## config.mk

```make
export PLATFORM = sky130hd
export DESIGN_NAME = fetch_unit
export DESIGN_NICKNAME = d
export VERILOG_FILES = /design/src/rtl/fetch_unit.sv
export SDC_FILE = /design/constraint.sdc
export NUM_CORES = 1
export LEC_CHECK = 0
export CORE_ASPECT_RATIO = 0.8
export CORE_MARGIN = 5
export CORE_UTILIZATION = 35
export DETAILED_ROUTE_END_ITERATION = 10
export DONT_BUFFER_PORTS = 1
export GPL_TIMING_DRIVEN = 0
export MAX_ROUTING_LAYER = met4
export PLACE_DENSITY = 0.57
export SLEW_MARGIN = 20
export SYNTH_ARGS = -nofsm -noshare
export SYNTH_HDL_FRONTEND = slang
export SYNTH_SLANG_ARGS = --single-unit
```

## constraint.sdc

```tcl
create_clock -name clk -period 5.4 [get_ports clk]
set_clock_uncertainty 0.1 [all_clocks]
set_input_delay 1.08 -clock clk [delete_from_list [all_inputs] [get_ports clk]]
set_output_delay 1.08 -clock clk [all_outputs]
set_load 0.05 [all_outputs]
```

## src/rtl/fetch_unit.sv

```systemverilog
// Instruction-fetch stage: owns the PC, drives imem via req/done,
// and hands instruc/seq_PC to decode through a one-entry skid buffer.
module fetch_unit #(
    parameter logic [15:0] RESET_PC  = 16'h0000,
    parameter logic [15:0] NOP_INSTR = 16'h0800
) (
    input  logic        clk,
    input  logic        rst_n,
    input  logic        stall,
    input  logic        redirect,
    input  logic [15:0] redirect_pc,
    input  logic        halt_dec,
    output logic        imem_req,
    output logic [15:0] imem_addr,
    input  logic [15:0] imem_rdata,
    input  logic        imem_done,
    output logic [15:0] instruc,
    output logic [15:0] seq_PC,
    output logic        valid,
    output logic        halted
);

    localparam logic [1:0] S_FETCH  = 2'd0;
    localparam logic [1:0] S_HOLD   = 2'd1;
    localparam logic [1:0] S_SQUASH = 2'd2;
    localparam logic [1:0] S_HALTED = 2'd3;

    logic [1:0]  state;
    logic [15:0] pc;
    logic [15:0] req_addr;
    logic [15:0] instr_q;
    logic [15:0] seq_q;
    logic        valid_q;
    logic [15:0] skid_instr;
    logic [15:0] skid_seq;
    logic        halt_pending;

    logic        consume;
    logic        out_free;
    logic        halt_req;
    logic [15:0] next_addr;
    logic [15:0] target;

    assign consume   = valid_q & ~stall;
    assign out_free  = ~valid_q | ~stall;
    assign halt_req  = halt_dec & ~redirect;
    assign next_addr = req_addr + 16'd2;
    assign target    = redirect_pc & 16'hFFFE;

    assign imem_req  = (state == S_FETCH) || (state == S_SQUASH);
    assign imem_addr = req_addr;
    assign instruc   = valid_q ? instr_q : NOP_INSTR;
    assign seq_PC    = seq_q;
    assign valid     = valid_q;
    assign halted    = (state == S_HALTED);

    always_ff @(posedge clk or negedge rst_n) begin
        if (!rst_n) begin
            state        <= S_FETCH;
            pc           <= RESET_PC;
            req_addr     <= RESET_PC;
            instr_q      <= NOP_INSTR;
            seq_q        <= 16'h0000;
            valid_q      <= 1'b0;
            skid_instr   <= NOP_INSTR;
            skid_seq     <= 16'h0000;
            halt_pending <= 1'b0;
        end else begin
            unique case (state)
                S_FETCH: begin
                    if (redirect) begin
                        pc           <= target;
                        valid_q      <= 1'b0;
                        halt_pending <= 1'b0;
                        if (imem_done) begin
                            req_addr <= target;
                        end else begin
                            state <= S_SQUASH;
                        end
                    end else if (halt_req) begin
                        valid_q <= 1'b0;
                        if (imem_done) begin
                            state <= S_HALTED;
                        end else begin
                            halt_pending <= 1'b1;
                            state        <= S_SQUASH;
                        end
                    end else if (imem_done) begin
                        pc       <= next_addr;
                        req_addr <= next_addr;
                        if (out_free) begin
                            instr_q <= imem_rdata;
                            seq_q   <= next_addr;
                            valid_q <= 1'b1;
                        end else begin
                            skid_instr <= imem_rdata;
                            skid_seq   <= next_addr;
                            state      <= S_HOLD;
                        end
                    end else if (consume) begin
                        valid_q <= 1'b0;
                    end
                end
                S_HOLD: begin
                    if (redirect) begin
                        pc       <= target;
                        req_addr <= target;
                        valid_q  <= 1'b0;
                        state    <= S_FETCH;
                    end else if (halt_req) begin
                        valid_q <= 1'b0;
                        state   <= S_HALTED;
                    end else if (consume) begin
                        instr_q <= skid_instr;
                        seq_q   <= skid_seq;
                        valid_q <= 1'b1;
                        state   <= S_FETCH;
                    end
                end
                S_SQUASH: begin
                    // old request must run to completion; only the target moves
                    if (redirect) begin
                        pc           <= target;
                        halt_pending <= 1'b0;
                    end else if (halt_req) begin
                        halt_pending <= 1'b1;
                    end
                    if (imem_done) begin
                        req_addr <= redirect ? target : pc;
                        if (!redirect && (halt_pending || halt_req)) begin
                            state <= S_HALTED;
                        end else begin
                            state <= S_FETCH;
                        end
                    end
                end
                S_HALTED: begin
                    valid_q <= 1'b0;
                end
            endcase
        end
    end

endmodule
```

==> reports/results.ini <==
[route]
route.vias.total = 4242
drt_first_pass_iters = 5
ant_nets = 0
drc_errors = 0
wl_mm = 14.9
drtIter0Drc = 328
vias_per_cell = 5.64
wl_per_cell_um = 19.8

[timing]
fin_hold_ws_ns = 0.318
setup_tns_ns = 0
post-route-period-util = 0.638
setup_viol = 0
slew_headroom = 0.383
hold_viol = 0
rsz0062_at_grt = no
max_slew.worst_pin.slew_ns = 0.919
maxSlewViolCount = 0
fmax_ghz = 0.290
period_minus_slack_ns = 3.45

[setup_path]
cp.arrival_ns = 2.27
end_kind = output port
crit_required_ns = 4.22
worstSetupPathType = reg -> out
critPathLaunchType = register
crit_fanout = 10

[hold_path]
min_path_type = in -> async

[power_and_ir_drop]
power.density_nw_per_um2 = 635
p_leak_nw = 2.55
combPwrFrac = 0.383
irDropWorstVdd_mv = 0.260
p_seq_frac = 0.441
p_clk_frac = 0.176
p_switching_w = 0.00186
power.internal_w = 0.00188
p_sw_frac = 0.497

[grt]
grt_pass1_vias = 4249
grt_use_total = 0.175
grt_pass1_wl_mm = 23.9
grt_max_degree = 101
antenna_found_initial = 0
grt-ovfl-total = 0

[synthesis]
synth_ff_type = dfrtp_1
yosysUniqueCellTypes = 52
synth_top_area_frac = 0.459
synth_xor_xnor_area_share = 0.0213
yosysMostFrequentCell = dfrtp_1
synth-seq-area-share = 0.469
avgSynthCellArea_um2 = 9.77
ys_ff_latch = 100
yosysTopAreaCell = dfrtp_1
async_flop_share = 1.00
yosys.area_share.simple = 0.157
synthTopCellsByArea = dfrtp_1, o21ai_0, mux2_2, nand2_1, mux2i_1
synth_edf_count = 0
synth.top_cells.by_count = dfrtp_1, nand2_1, o21ai_0, mux2_2, nor2_1
netlist_area_um2 = 5340
synth_compound_area_frac = 0.181
synth_top_family_by_area = compound AO/OA/AOI/OAI gates
synth_fp_nets = 591
synthAdderAreaFrac = 0.0141
synth_cells = 547
yosysWarnings = 0
synthMuxAreaShare = 0.114

[clock_network]
cts_tree = yes
root_buffer = clkbuf_16
cts-resized-gates = 0
cts_setup_buffers = 0
htreeDepth = 3
clk_path_buf_depth = 2
cts_buffers = 9
clk_latency_ns = 0.35
cts.sinks = 100
clkSlewWorstSetupHoldPaths_ns = 0.08
hold_buffers = 0

[run_status]
outcome = finished, final reports clean

[cells_and_area]
drive_gt1_frac = 0.151
fill_cells = 1500
syn_to_final_growth_pct = 10.1
utilization = 0.392
final_net_count = 602
final_area_um2 = 5880
n_antenna_cell = 0

[floorplanning]
dieWidth_um = 148
initial_core_util = 0.356
fp-row-count = 40
die_h_um = 121
dieArea_um2 = 17900
io_pins = 89
coreArea_um2 = 15000

[placed_design]
postPlaceCellArea_um2 = 5580
port_buffers = 0
hpwl_mm = 10.8
gp_congestion = 0.871

[run]
maxCapViolCount = 0

cells in the final DEF, fill, tap and decap left out, types with 5 or more instances in the layout:
| cell type | n |
|---|---|
| xor2_1 | 6 |
| clkbuf_16 | 9 |
| inv_1 | 15 |
| nor2_1 | 28 |
| a222oi_1 | 5 |
| a22o_1 | 12 |
| buf_2 | 14 |
| nand2b_1 | 5 |
| and2_1 | 16 |
| nand2_1 | 77 |
| mux2_2 | 32 |
| a22oi_1 | 12 |
| xnor2_1 | 7 |
| nand3_1 | 5 |
| mux2i_1 | 25 |
| o21ai_0 | 76 |
| a21oi_1 | 27 |
| dfrtp_1 | 98 |
| ha_1 | 6 |
| clkbuf_1 | 20 |
| nor2b_1 | 7 |
through the flow:
stage | worst slack [ns] | cells | total power (W)
6_report | 1.95 | 752 | 0.00374
5_1_grt | 1.79 | 752 | 0.00401
4_1_cts | 1.90 | 752 | 0.00376
3_5_place_dp | 2.29 | 736 | 0.00310
3_3_place_gp | 2.28 | 736 | 0.00304
2_1_floorplan | 2.65 | 547 | 0.00266
critical path, stage by stage (launching register included):
cell and delay [ns]:
dfrtp_1 0.67, clkbuf_1 0.40, clkbuf_1 0.33, and2_1 0.51
power by group through the flow:
stage | sequential [W] | combinational [W] | clock [W]
4_1_cts | 0.00165 | 0.00144 | 0.000671
2_1_floorplan | 0.00158 | 0.00108 | 0
3_3_place_gp | 0.00165 | 0.00139 | 0
3_5_place_dp | 0.00167 | 0.00143 | 0
6_report | 0.00165 | 0.00143 | 0.000656
5_1_grt | 0.00170 | 0.00161 | 0.000703
cell families after synthesis:
logic type	count (synthesis)
compound gates	157
xor+xnor	13
fa+ha+maj	6
buf+inv	56
flops	100
mux	57
simple gates	158
final timing paths:
| path | cells past startpoint | start | end | slack, ns |
|---|---|---|---|---|
| setup reg to reg | 8 | state[0] | imem_addr[12] | 2.77 |
| min in group clk | 2 | instr_q[9] | instr_q[9] | 0.38 |
| hold / removal | 0 | rst_n | instr_q[10] | 0.32 |
| max in group asynchronous | 0 | rst_n | skid_instr[11] | 4.69 |
| hold reg to reg | 2 | instr_q[9] | instr_q[9] | 0.38 |
| setup / recovery | 3 | valid | instruc[14] | 1.95 |
registers in the layout (all words and copies together), names as in the netlist:
signal        flops
imem_addr        16
skid_seq         16
halt_pending      1
instr_q          16
skid_instr       16
pc               16
state             2
seq_PC           16
valid             1
metal layers:
layer | part of all wire | up-vias | routed length (um) | GRT usage
met4 | 0.015 | 0 | 219 | 0.0473
met3 | 0.11 | 14 | 1660 | 0.0723
met2 | 0.43 | 167 | 6400 | 0.243
li1 | - | 1951 | - | -
met5 | 0 | - | 0 | -
met1 | 0.44 | 2110 | 6620 | 0.237
cell type report:
cell class / instances / area, um^2 / area share
Tap cell: 189 / 236 / 0.0402
Buffer: 41 / 179 / 0.0304
Clock buffer: 9 / 225 / 0.0383
Clock inverter: 7 / 80.1 / 0.0136
Sequential cell: 100 / 2500 / 0.426
Inverter: 15 / 56.3 / 0.00957
Multi-Input combinational cell: 391 / 2600 / 0.442
Note: power is estimated with default switching activity, not from simulation.
